**src/rtl/incdec_pkg.sv**
```systemverilog
// incdec_pkg: shared types and reference functions for the inc/dec result checker.
//   u4      : 4-bit wrapping operand type
//   rec12_t : one 12-bit result record {x, y, a}
//   state_t : checker run/halt state
//   exp_r1..exp_r4 : expected record for each operator case, given operands w1, w2
//   REC_W   : record width in bits
package incdec_pkg;

  localparam int REC_W = 12;

  typedef logic [3:0] u4;

  typedef struct packed {
    u4 x;
    u4 y;
    u4 a;
  } rec12_t;

  typedef enum logic {
    RUN  = 1'b0,
    HALT = 1'b1
  } state_t;

  // post-increment case: operands incremented, a = xor of the original operands
  function automatic rec12_t exp_r1(input u4 w1, input u4 w2);
    rec12_t r;
    r.x = w1 + 4'd1;
    r.y = w2 + 4'd1;
    r.a = w1 ^ w2;
    return r;
  endfunction

  // post-decrement case: operands decremented, a = sum of the original operands
  function automatic rec12_t exp_r2(input u4 w1, input u4 w2);
    rec12_t r;
    r.x = w1 - 4'd1;
    r.y = w2 - 4'd1;
    r.a = w1 + w2;
    return r;
  endfunction

  // pre-increment case: a is computed from the already-incremented operands
  function automatic rec12_t exp_r3(input u4 w1, input u4 w2);
    rec12_t r;
    r.x = w1 + 4'd1;
    r.y = w2 + 4'd1;
    r.a = r.x | r.y;
    return r;
  endfunction

  // pre-decrement case: a is computed from the already-decremented operands
  function automatic rec12_t exp_r4(input u4 w1, input u4 w2);
    rec12_t r;
    r.x = w1 - 4'd1;
    r.y = w2 - 4'd1;
    r.a = r.x & r.y;
    return r;
  endfunction

endpackage

```
**src/rtl/incdec_skid2.sv**
```systemverilog
// incdec_skid2: two-entry FIFO used as the checker's input skid buffer.
// Ports:
//   clk, rst       : clock, asynchronous active-high reset (empties the buffer)
//   push/push_data : write one entry (ignored when full unless popping the same cycle)
//   pop            : remove the head entry (ignored when empty)
//   head_data      : current head entry (valid when !empty)
//   empty, full    : occupancy flags, derived from registered state only
module incdec_skid2 #(
  parameter int W = 48
) (
  input  logic         clk,
  input  logic         rst,
  input  logic         push,
  input  logic [W-1:0] push_data,
  input  logic         pop,
  output logic [W-1:0] head_data,
  output logic         empty,
  output logic         full
);

  logic [W-1:0] mem_reg [2];
  logic         wr_ptr_reg;
  logic         rd_ptr_reg;
  logic [1:0]   count_reg;
  logic         push_ok;
  logic         pop_ok;

  assign empty   = (count_reg == 2'd0);
  assign full    = (count_reg == 2'd2);
  // A push into a full buffer is only safe when the head leaves in the same cycle;
  // the write then lands in the slot being vacated.
  assign push_ok = push && (!full || pop);
  assign pop_ok  = pop && !empty;

  assign head_data = mem_reg[rd_ptr_reg];

  // Payload storage carries no reset; occupancy tracking alone decides validity.
  always_ff @(posedge clk) begin
    if (push_ok) begin
      mem_reg[wr_ptr_reg] <= push_data;
    end
  end

  always_ff @(posedge clk or posedge rst) begin
    if (rst) begin
      wr_ptr_reg <= 1'b0;
      rd_ptr_reg <= 1'b0;
      count_reg  <= 2'd0;
    end else begin
      if (push_ok) begin
        wr_ptr_reg <= ~wr_ptr_reg;
      end
      if (pop_ok) begin
        rd_ptr_reg <= ~rd_ptr_reg;
      end
      count_reg <= count_reg + {1'b0, push_ok} - {1'b0, pop_ok};
    end
  end

endmodule

```
**src/rtl/incdec_check.sv**
```systemverilog
// incdec_check: checks packed result words from the nibble increment/decrement stage.
// Each 48-bit input word holds records {r4,r3,r2,r1}; the operands are recovered from
// r1, all four records are recomputed, and a per-record mismatch mask is produced.
// Ports:
//   clk, rst                      : clock, asynchronous active-high reset
//   in_valid/in_ready/in_data     : input word stream (2-entry skid buffer behind it)
//   res_valid/res_ready           : result stream handshake
//   res_mask                      : bit k set = record r(k+1) mismatched
//   res_w1/res_w2                 : operands recovered from r1
//   pass_count/fail_count         : saturating word counters, updated on result load
//   halted                        : sticky halt after first failure (STOP_ON_ERR=1 only)
// Optional macro INCDEC_CHECK_TRACE_EN adds first_fail_data/first_fail_valid, which
// capture the first failing input word after reset.
module incdec_check
  import incdec_pkg::*;
#(
  parameter int CNT_W       = 16,
  parameter int STOP_ON_ERR = 0
) (
  input  logic                 clk,
  input  logic                 rst,
  input  logic                 in_valid,
  output logic                 in_ready,
  input  logic [4*REC_W-1:0]   in_data,
  output logic                 res_valid,
  input  logic                 res_ready,
  output logic [3:0]           res_mask,
  output logic [3:0]           res_w1,
  output logic [3:0]           res_w2,
  output logic [CNT_W-1:0]     pass_count,
  output logic [CNT_W-1:0]     fail_count,
  output logic                 halted
`ifdef INCDEC_CHECK_TRACE_EN
  ,
  output logic [4*REC_W-1:0]   first_fail_data,
  output logic                 first_fail_valid
`endif
);

  localparam int              DATA_W  = 4 * REC_W;
  localparam logic [CNT_W-1:0] CNT_MAX = '1;

  state_t            state_reg;
  state_t            state_next;
  logic              fifo_empty;
  logic              fifo_full;
  logic              push;
  logic              load;
  logic [DATA_W-1:0] head_data;
  rec12_t            rec     [4];
  rec12_t            exp_rec [4];
  u4                 w1;
  u4                 w2;
  logic [3:0]        mask;

  // Depends only on registered state, so res_ready never reaches in_ready combinationally.
  assign in_ready = !fifo_full && (state_reg == RUN);
  assign push     = in_valid && in_ready;
  // The output register refills whenever it is empty or being consumed this cycle.
  assign load     = !fifo_empty && (!res_valid || res_ready);
  assign halted   = (state_reg == HALT);

  incdec_skid2 #(
    .W (DATA_W)
  ) u_skid (
    .clk       (clk),
    .rst       (rst),
    .push      (push),
    .push_data (in_data),
    .pop       (load),
    .head_data (head_data),
    .empty     (fifo_empty),
    .full      (fifo_full)
  );

  // Split the head word into records; rec[0] is r1.
  generate
    for (genvar gi = 0; gi < 4; gi++) begin : g_split
      assign rec[gi] = head_data[gi*REC_W +: REC_W];
    end
  endgenerate

  // r1 carries the post-incremented operands, so the originals are one below.
  assign w1 = rec[0].x - 4'd1;
  assign w2 = rec[0].y - 4'd1;

  assign exp_rec[0] = exp_r1(w1, w2);
  assign exp_rec[1] = exp_r2(w1, w2);
  assign exp_rec[2] = exp_r3(w1, w2);
  assign exp_rec[3] = exp_r4(w1, w2);

  // r1's x/y fields define w1/w2 and so always agree with themselves; only its a field
  // carries independent information.
  assign mask[0] = (rec[0].a != exp_rec[0].a);

  generate
    for (genvar gi = 1; gi < 4; gi++) begin : g_cmp
      assign mask[gi] = (rec[gi] != exp_rec[gi]);
    end
  endgenerate

  // Result register: held while res_valid && !res_ready.
  always_ff @(posedge clk or posedge rst) begin
    if (rst) begin
      res_valid <= 1'b0;
      res_mask  <= 4'd0;
      res_w1    <= 4'd0;
      res_w2    <= 4'd0;
    end else if (load) begin
      res_valid <= 1'b1;
      res_mask  <= mask;
      res_w1    <= w1;
      res_w2    <= w2;
    end else if (res_ready) begin
      res_valid <= 1'b0;
    end
  end

  // Counters advance when a word enters the result register and stick at all-ones.
  always_ff @(posedge clk or posedge rst) begin
    if (rst) begin
      pass_count <= '0;
      fail_count <= '0;
    end else if (load) begin
      if (mask == 4'd0) begin
        if (pass_count != CNT_MAX) begin
          pass_count <= pass_count + CNT_W'(1);
        end
      end else begin
        if (fail_count != CNT_MAX) begin
          fail_count <= fail_count + CNT_W'(1);
        end
      end
    end
  end

  always_ff @(posedge clk or posedge rst) begin
    if (rst) begin
      state_reg <= RUN;
    end else begin
      state_reg <= state_next;
    end
  end

  // HALT is left only through reset; words already buffered keep draining.
  always_comb begin
    state_next = state_reg;
    unique case (state_reg)
      RUN: begin
        if ((STOP_ON_ERR != 0) && load && (mask != 4'd0)) begin
          state_next = HALT;
        end
      end
      HALT: begin
        state_next = HALT;
      end
      default: begin
        state_next = RUN;
      end
    endcase
  end

`ifdef INCDEC_CHECK_TRACE_EN
  // The failing word is still at the FIFO head when it loads, so capture it from there.
  always_ff @(posedge clk or posedge rst) begin
    if (rst) begin
      first_fail_data  <= '0;
      first_fail_valid <= 1'b0;
    end else if (load && (mask != 4'd0) && !first_fail_valid) begin
      first_fail_data  <= head_data;
      first_fail_valid <= 1'b1;
    end
  end
`endif

endmodule

```
**config.mk**
```make
export PLATFORM = sky130hd
export DESIGN_NAME = incdec_check
export DESIGN_NICKNAME = d
export VERILOG_FILES = /design/src/rtl/incdec_pkg.sv /design/src/rtl/incdec_skid2.sv /design/src/rtl/incdec_check.sv
export SDC_FILE = /design/constraint.sdc
export NUM_CORES = 1
export LEC_CHECK = 0
export CORE_UTILIZATION = 55
export CTS_CLUSTER_DIAMETER = 80
export DETAILED_ROUTE_END_ITERATION = 6
export PLACE_DENSITY = 0.82
export RECOVER_POWER = 50
export SLEW_MARGIN = 10
export SYNTH_ARGS = -nofsm -noshare
export SYNTH_HDL_FRONTEND = slang
export SYNTH_SLANG_ARGS = --single-unit
```
**constraint.sdc**
```tcl
create_clock -name clk -period 4.4 [get_ports clk]
set_input_delay 0.88 -clock clk [delete_from_list [all_inputs] [get_ports clk]]
set_output_delay 0.88 -clock clk [all_outputs]
set_load 0.02 [all_outputs]
```
==> results of run 1 <==
## worst max-delay path, cell delays in order, from the launching register on
cell                       delay (ps)
sky130_fd_sc_hd__dfrtp_2          490
sky130_fd_sc_hd__mux2_2           370
sky130_fd_sc_hd__inv_1             80
sky130_fd_sc_hd__ha_1             300
sky130_fd_sc_hd__xor2_1           340
sky130_fd_sc_hd__ha_1             210
sky130_fd_sc_hd__o21bai_1         140
sky130_fd_sc_hd__xor2_1           210
sky130_fd_sc_hd__xnor3_1          250
sky130_fd_sc_hd__nor4_2           290
sky130_fd_sc_hd__nand4_1          120
sky130_fd_sc_hd__nand2b_1         170
sky130_fd_sc_hd__or4b_1           510
sky130_fd_sc_hd__buf_4            220
sky130_fd_sc_hd__nor4_1           320
sky130_fd_sc_hd__xor2_1           170
## path summary, 6_finish.rpt
check / startpoint / depth (start not counted) / end
worst max-delay path: u_skid.rd_ptr_reg / 15 / pass_count[7]
worst max register to register: u_skid.rd_ptr_reg / 15 / pass_count[7]
min in group asynchronous: rst / 2 / pass_count[11]
max in group asynchronous: rst / 2 / u_skid.rd_ptr_reg
worst min register to register: res_w1[2] / 2 / res_w1[2]
worst min-delay path: res_w1[2] / 2 / res_w1[2]
## power breakdown
| part | internal [mW] | switching [mW] | leakage (nW) |
|---|---|---|---|
| Combinational | 1.10 | 1.28 | 1.62 |
| Clock | 0.818 | 0.523 | 0.267 |
| Sequential | 1.82 | 0.192 | 1.50 |
| Total | 3.73 | 2.00 | 3.39 |
## cells in the mapped netlist, types with 3 or more instances
cell	n
sky130_fd_sc_hd__edfxtp_1	96
sky130_fd_sc_hd__dfrtp_1	49
sky130_fd_sc_hd__xnor2_1	42
sky130_fd_sc_hd__nand2_1	39
sky130_fd_sc_hd__xor2_1	37
sky130_fd_sc_hd__mux2i_1	26
sky130_fd_sc_hd__nand3_1	21
sky130_fd_sc_hd__and3_1	20
sky130_fd_sc_hd__nor2_1	15
sky130_fd_sc_hd__ha_1	13
sky130_fd_sc_hd__inv_1	13
sky130_fd_sc_hd__mux2_2	9
sky130_fd_sc_hd__nor3_1	9
sky130_fd_sc_hd__o21ai_0	9
sky130_fd_sc_hd__nor3_2	8
sky130_fd_sc_hd__xnor3_1	7
sky130_fd_sc_hd__buf_2	6
sky130_fd_sc_hd__nand2b_1	6
sky130_fd_sc_hd__nand4_1	6
sky130_fd_sc_hd__nor4_1	6
sky130_fd_sc_hd__a21oi_1	5
sky130_fd_sc_hd__clkbuf_1	5
sky130_fd_sc_hd__o211ai_1	4
sky130_fd_sc_hd__o31ai_1	4
sky130_fd_sc_hd__or4_1	4
sky130_fd_sc_hd__a31oi_1	3
sky130_fd_sc_hd__mux2i_4	3
sky130_fd_sc_hd__o2111ai_1	3
## metal layers
layer / share of wire, % / vias to the layer above
li1: - / 2107
met1: 40 / 2161
met2: 52 / 146
met3: 4.8 / 29
met4: 2.6 / 0
met5: 0 / -
## cell families after synthesis
family                   share of synthesized area (%)
AO/OA/AOI/OAI                                     4.66
flip-flops                                        59.5
other                                           0.0543
AND/OR/NAND/NOR                                   11.8
XOR/XNOR                                          12.9
multiplexers                                      6.58
adder cells (fa/ha/maj)                           2.36
buffers and inverters                             2.07
## area by class of cell
cell class | instances | area [sq um]
inverter | 15 | 56.3
clock buffer | 18 | 429
sequential | 145 | 4110
multi-input combinational | 335 | 2680
timing repair buffer | 113 | 1090
fill | 822 | 3420
clock inverter | 14 | 123
tap | 168 | 210
## what timing repair did
item,4_1_cts,5_1_grt
resized for setup,0,4
hold buffers,0,0
setup endpoints to repair,0,6
endpoints found under the hold margin,0,0
buffers inserted,0,1
==> impl_summary.log, run 1 <==
[metrics] final weighted congestion of routability-driven global placement: 0.862
[metrics] post-synthesis register bit count: 145
[metrics] final setup fails: 0
[metrics] maximum level of the CTS H-tree: 4
[metrics] outcome: finished, violations left
[metrics] Post-Layout Inst Area: 0.00870 sq mm
[metrics] TritonCTS clock tree: yes
[metrics] worst hold path class: reg -> reg
[metrics] CTS root buffer: sky130_fd_sc_hd__clkbuf_16
[metrics] type of element capturing the critical path: flop
[metrics] top cell type by total area after synthesis: sky130_fd_sc_hd__edfxtp_1
[metrics] antenna-violating nets left: 0
[metrics] Worst Setup Slack, final: 127 ps
[metrics] Ports: 99
[metrics] met3 track demand over resource in global routing: between 6 and 7%
[metrics] Overflow after GRT: 0
[metrics] Detailed Route Iter0 Violations: 428
[metrics] number of placed instances, taps included: about 780
[metrics] final core utilization: a little under three quarters
[metrics] violations in the final reports: max-capacitance violations, max-slew violations
[metrics] share of Yosys cell area claimed by the top area cell type: 41.8%
[metrics] initial cell density of the core: 57.0%
[metrics] global-route wire length before repair: around 23 mm
[metrics] number of inserted diodes: 0
[metrics] All-Layer GR Usage: approximately a quarter
[metrics] power density over cell area: 659 mW/mm^2
[metrics] highest net fanout along the worst path: 15
[metrics] post-DR wirelength/cell: 17.0 um
[metrics] clock sinks: approximately 150
[metrics] mapped cell area: between 0.006 and 0.007 sq mm
[metrics] setup tns final: 0 ps
[metrics] leading cell types by total area after synthesis: sky130_fd_sc_hd__edfxtp_1, sky130_fd_sc_hd__dfrtp_1, sky130_fd_sc_hd__xnor2_1
[metrics] Fin Hold WS: just under 500 ps
[metrics] number of flip-flops in the largest register: 96
[metrics] fin cells: 808
[metrics] drt pass-1 iters: 4
[metrics] pin count of the biggest net entering global routing: 50
[metrics] commonest non-fill, non-tap cells in the layout: sky130_fd_sc_hd__edfxtp_1, sky130_fd_sc_hd__dlygate4sd3_1, sky130_fd_sc_hd__dfrtp_1
[metrics] minimum clock period after layout: between 4000 and 5000 ps
[metrics] DR DRC count: 0
[metrics] Detailed Route WL: about 14 mm
[metrics] prevailing post-synth register cell: sky130_fd_sc_hd__edfxtp_1
[metrics] most frequent standard cell in the layout excluding fill and tap cells: sky130_fd_sc_hd__edfxtp_1
[metrics] die area: roughly 0.013 sq mm
[metrics] EDFF count, synth: 96
[metrics] area growth from synthesis to layout: 26.0%
[metrics] Avg Inst Size Synth: 13.5 sq um
[metrics] Worst-Skew Late Latency: about 420 ps
[metrics] met2 routing resource usage after global routing: around two fifths
[metrics] clock-pin slew of the registers on the worst-case setup and hold paths: 60 ps
[metrics] Longest Clk Path Bufs: 2
[metrics] leakage dissipation: 3.39 nW
[metrics] floorplan die width: 114 um
[metrics] part of the Yosys area used for sequential elements: 59.5%
[metrics] post-DP HPWL: 9.60 mm
[metrics] antenna violations before repair: 0
[metrics] per-cell via count in the routed design: 5.50
[metrics] relative slew slack: -76.6%
[metrics] Fin. Hold Viols: 0
[metrics] Final Skew: 9.74 ps
[metrics] Final Slew Violations: 99
[metrics] cell row count: 40
[metrics] ratio of cells with drive above 1 in the final layout: 11.9%
[metrics] number of distinct library cells after synthesis: 63
[metrics] vias in the first global route: 4592
[metrics] warnings from Yosys: 0
[metrics] number of buffers added on ports: 97
[metrics] critical setup path kind: reg -> reg
[metrics] total power of the final layout: 5.73 mW
[metrics] transition at the pin with the smallest max-transition slack: about 2600 ps
[metrics] number of vias in the routed layout: approximately 4400
[metrics] Syn Inst Count: a little over 500
[metrics] cell area reported after detailed placement: 0.00812 sq mm
[metrics] arrival time worst endpoint: 4610 ps
[metrics] Period Utilization, post-route: 97.1%
[metrics] share of flip-flops with an asynchronous set or reset: around 34%
[metrics] placement-stage worst setup slack: 131 ps
[metrics] Floorplan Core Area: 0.0121 sq mm
[metrics] number of CTS-inserted buffers: 17
[metrics] Total Nets Final: 692
[metrics] Worst Path Required: about 4700 ps
[metrics] IR Drop Worst-Case VDD: 0.360 mV
[metrics] post-synth net total: 576
[metrics] die height: 114 um
[metrics] layer with the highest usage after global routing: met2
[metrics] number of max-capacitance violations reported: 2
[metrics] met1 layer usage reported by global route: between 20% and 30%
[metrics] flop-to-flop setup slack: 130 ps
[metrics] Peak Freq: 0.234 GHz
[metrics] startpoint class of the critical path: flop
(Power assumes the default switching activity.)
==> run 2, diff against run 1 <==
- CORE_UTILIZATION: 55 -> 54
- PLACE_DENSITY: 0.82 -> 0.81
- SYNTH_HIERARCHICAL: not set -> 1
==> run 2 against run 1 <==
Against the previous run: the flow still finishes with violations (max-capacitance violations, max-slew violations); power rose by 6.2%; via count down 5.1%; worst hold slack lost 9.4 ps; clock power hardly changed; die area fell by 0.58%; sequential cell count stayed put; synthesized area fell by 2.4%; clock-buffer cell count is 1 higher; wire length down 5.0%; clock skew decreased by 0.91 ps; critical endpoint is now pass_count[14].
==> impl_summary.log, run 2 <==
[metrics] outcome: finished, violations left
[metrics] violations in the final reports: max-capacitance violations, max-slew violations
[metrics] leakage dissipation: 3.15 nW (-7.0%)
[metrics] clock sinks: 145 (unchanged)
[metrics] worst setup path startpoint: u_skid/rd_ptr_reg
[metrics] Overflow after GRT: 0 (unchanged)
[metrics] TritonCTS clock tree: yes
[metrics] Detailed Route Iter0 Violations: 335 (-22%)
[metrics] startpoint class of the critical path: flop
[metrics] launch point of the worst reg-to-reg path: u_skid/rd_ptr_reg
[metrics] number of vias in the routed layout: 4216 (-5.1%)
[metrics] pin count of the biggest net entering global routing: 49 (-2.0%)
[metrics] leading cell types by total area after synthesis: sky130_fd_sc_hd__edfxtp_1, sky130_fd_sc_hd__dfrtp_1, sky130_fd_sc_hd__mux2_2
[metrics] RSZ-0062 raised after global routing: false
[metrics] final weighted congestion of routability-driven global placement: 0.856 (-0.66%)
[metrics] Peak Freq: 0.245 GHz (+4.6%)
[metrics] antenna-violating nets left: 0 (unchanged)
[metrics] most frequent standard cell in the layout excluding fill and tap cells: sky130_fd_sc_hd__edfxtp_1
[metrics] floorplan die width: 114 um (-0.29%)
[metrics] post-synth net total: 558 (-3.1%)
[metrics] Total Nets Final: 673 (-2.7%)
[metrics] Detailed Route WL: 13.0 mm (-5.0%)
[metrics] arrival time worst endpoint: 4420 ps (-190 ps)
[metrics] vias in the first global route: 4418 (-3.8%)
[metrics] fin cells: 789 (-2.4%)
[metrics] power density over cell area: 717 mW/mm^2 (+8.7%)
[metrics] Floorplan Core Area: 0.0121 sq mm (-0.41%)
[metrics] per-cell via count in the routed design: 5.34 (-2.8%)
[metrics] share of Yosys cell area claimed by the top area cell type: 42.8% (+1.0 points)
[metrics] setup tns final: 0 ps (unchanged)
[metrics] global-route wire length before repair: 21.6 mm (-4.3%)
[metrics] cell row count: 40 (unchanged)
[metrics] ratio of cells with drive above 1 in the final layout: 16.9% (+5.1 points)
[metrics] relative slew slack: -18.6% (+58 points)
[metrics] number of placed instances, taps included: 756 (-2.5%)
[metrics] area growth from synthesis to layout: 26.2%
[metrics] top cell type by total area after synthesis: sky130_fd_sc_hd__edfxtp_1
[metrics] number of flip-flops in the largest register: 96 (unchanged)
[metrics] number of distinct library cells after synthesis: 51 (-19%)
[metrics] number of buffers added on ports: 97 (unchanged)
[metrics] Worst Setup Slack, final: 314 ps (+187 ps)
[metrics] Ports: 99 (unchanged)
[metrics] number of CTS-inserted buffers: 17 (unchanged)
[metrics] Routed met3 length: 645 um (-2.1%)
[metrics] maximum level of the CTS H-tree: 4 (unchanged)
[metrics] prevailing post-synth register cell: sky130_fd_sc_hd__edfxtp_1
[metrics] Worst Path Required: 4730 ps (about the same)
[metrics] share of flip-flops with an asynchronous set or reset: 33.8% (unchanged)
[metrics] die height: 114 um (-0.29%)
[metrics] post-DP HPWL: 9.16 mm (-4.6%)
[metrics] die area: 0.0129 sq mm (-0.58%)
[metrics] minimum clock period after layout: 4090 ps (-187 ps)
[metrics] Routed met1 length: 5.36 mm (-3.3%)
[metrics] All-Layer GR Usage: 22.4% (-0.92 points)
[metrics] critical hold path startpoint: res_w2[2]
[metrics] post-synthesis register bit count: 145 (unchanged)
[metrics] Final Slew Violations: 36 (-64%)
[metrics] transition at the pin with the smallest max-transition slack: 1780 ps (-870 ps)
[metrics] clock-pin slew of the registers on the worst-case setup and hold paths: 60 ps (about the same)
[metrics] final setup fails: 0 (unchanged)
[metrics] Longest Clk Path Bufs: 2 (unchanged)
[metrics] routed length on met2: 6.71 mm (-6.4%)
[metrics] Avg Inst Size Synth: 13.7 sq um (+1.4%)
[metrics] post-DR wirelength/cell: 16.5 um (-2.8%)
[metrics] Period Utilization, post-route: 92.9% (-4.2 points)
[metrics] highest net fanout along the worst path: 16 (+1)
[metrics] critical setup path kind: reg -> reg
[metrics] drt pass-1 iters: 5 (+1)
[metrics] total power of the final layout: 6.09 mW (+6.2%)
[metrics] antenna violations before repair: 0 (unchanged)
[metrics] number of max-capacitance violations reported: 1 (-1)
[metrics] IR Drop Worst-Case VDD: 0.426 mV (+18%)
[metrics] Fin. Hold Viols: 0 (unchanged)
[metrics] type of element capturing the critical path: flop
[metrics] part of the Yosys area used for sequential elements: 61.0% (+1.5 points)
[metrics] warnings from Yosys: 6 (+6)
[metrics] worst hold path class: reg -> reg
[metrics] Syn Inst Count: 492 (-3.7%)
[metrics] Worst-Skew Late Latency: 420 ps (about the same)
[metrics] DR DRC count: 0 (unchanged)
[metrics] commonest non-fill, non-tap cells in the layout: sky130_fd_sc_hd__edfxtp_1, sky130_fd_sc_hd__dlygate4sd3_1, sky130_fd_sc_hd__dfrtp_1
[metrics] initial cell density of the core: 55.8% (-1.1 points)
[metrics] placement-stage worst setup slack: 71.7 ps (-59.6 ps)
[metrics] CTS root buffer: sky130_fd_sc_hd__clkbuf_16
[metrics] mapped cell area: 0.00674 sq mm (-2.4%)
[metrics] Top Layer Used: met4
[metrics] most frequent cells after synthesis: sky130_fd_sc_hd__edfxtp_1, sky130_fd_sc_hd__dfrtp_1, sky130_fd_sc_hd__mux2_2, sky130_fd_sc_hd__xor2_1, sky130_fd_sc_hd__nand2_1
[metrics] EDFF count, synth: 96 (unchanged)
[metrics] cell with the most instances after synthesis: sky130_fd_sc_hd__edfxtp_1
[metrics] Final Skew: 8.83 ps (-0.914 ps)
[run 2: cell types whose count changed after synthesis, sizes merged, moves of 6 or more]
cell   previous run  this run
nor2             15        21
mux2i            30         2
xnor2            42        27
and3             20         4
mux2             10        53
[run 2: cell families after synthesis]
logic type	after synthesis	share of synthesized area [%]
XOR/XNOR	73	10.4
AO/OA/AOI/OAI	29	2.95
adder cells (fa/ha/maj)	14	2.60
buffers and inverters	34	2.73
other	1	0.0557
AND/OR/NAND/NOR	141	10.6
flip-flops	145	61.0
multiplexers	55	9.72
[run 2: where the power goes]
part           total, mW  internal, mW  leakage, nW  switching [mW]
Sequential          2.03          1.85         1.41           0.177
Clock               1.37         0.832        0.265           0.539
Combinational       2.69          1.25         1.48            1.43
Total               6.09          3.94         3.15            2.15
[run 2: area by class of cell]
cell class	instances	area, sq um
diodes	1	2.50
clock inverters	13	139
clock buffers	19	433
inverters	18	67.6
multi-input cells	313	2460
well taps	168	210
repair buffers	112	1070
fillers	823	3560
flip-flops and latches	145	4110
[run 2: repair_timing]
action,in CTS,in global routing
hold buffers,0,0
endpoints found under the setup margin,0,15
resized for setup,0,4
setup buffers,0,0
[run 2: final timing paths]
path,cells past startpoint,end,slack [ps]
worst max-delay path,12,pass_count[14],310
max in group asynchronous,3,pass_count[5],1580
worst min-delay path,2,res_w2[2],480
min in group asynchronous,2,u_skid/rd_ptr_reg,850
worst max register to register,12,pass_count[14],310
worst min register to register,2,res_w2[2],480
[run 2: stage by stage]
stage                     hold WS, ps  instance area [sq um]  util, %
final                             482                   8500     70.4
after global routing              514                   8490     70.4
after CTS                         491                   8490     70.4
after detailed placement          477                   7920     65.7
after global placement            466                   7920     65.7
after floorplan                   501                   6740        -
[run 2: metal layers]
metal,vias to the layer above,global-route usage [%]
met3,23,5.79
met5,-,0
li1,2003,-
met2,138,38.8
met4,0,10.6
met1,2052,26.0
[run 2: critical path: stages, from the launching register on]
cell and delay (ps):
sky130_fd_sc_hd__dfrtp_2 450, sky130_fd_sc_hd__buf_4 290, sky130_fd_sc_hd__mux2_2 410, sky130_fd_sc_hd__inv_1 130, sky130_fd_sc_hd__ha_1 150, sky130_fd_sc_hd__a21boi_1 180
sky130_fd_sc_hd__xnor2_1 180, sky130_fd_sc_hd__xor2_1 150, sky130_fd_sc_hd__or4_1 490, sky130_fd_sc_hd__a211o_1 350, sky130_fd_sc_hd__or4_4 660, sky130_fd_sc_hd__nor4_1 360
sky130_fd_sc_hd__xor2_1 190
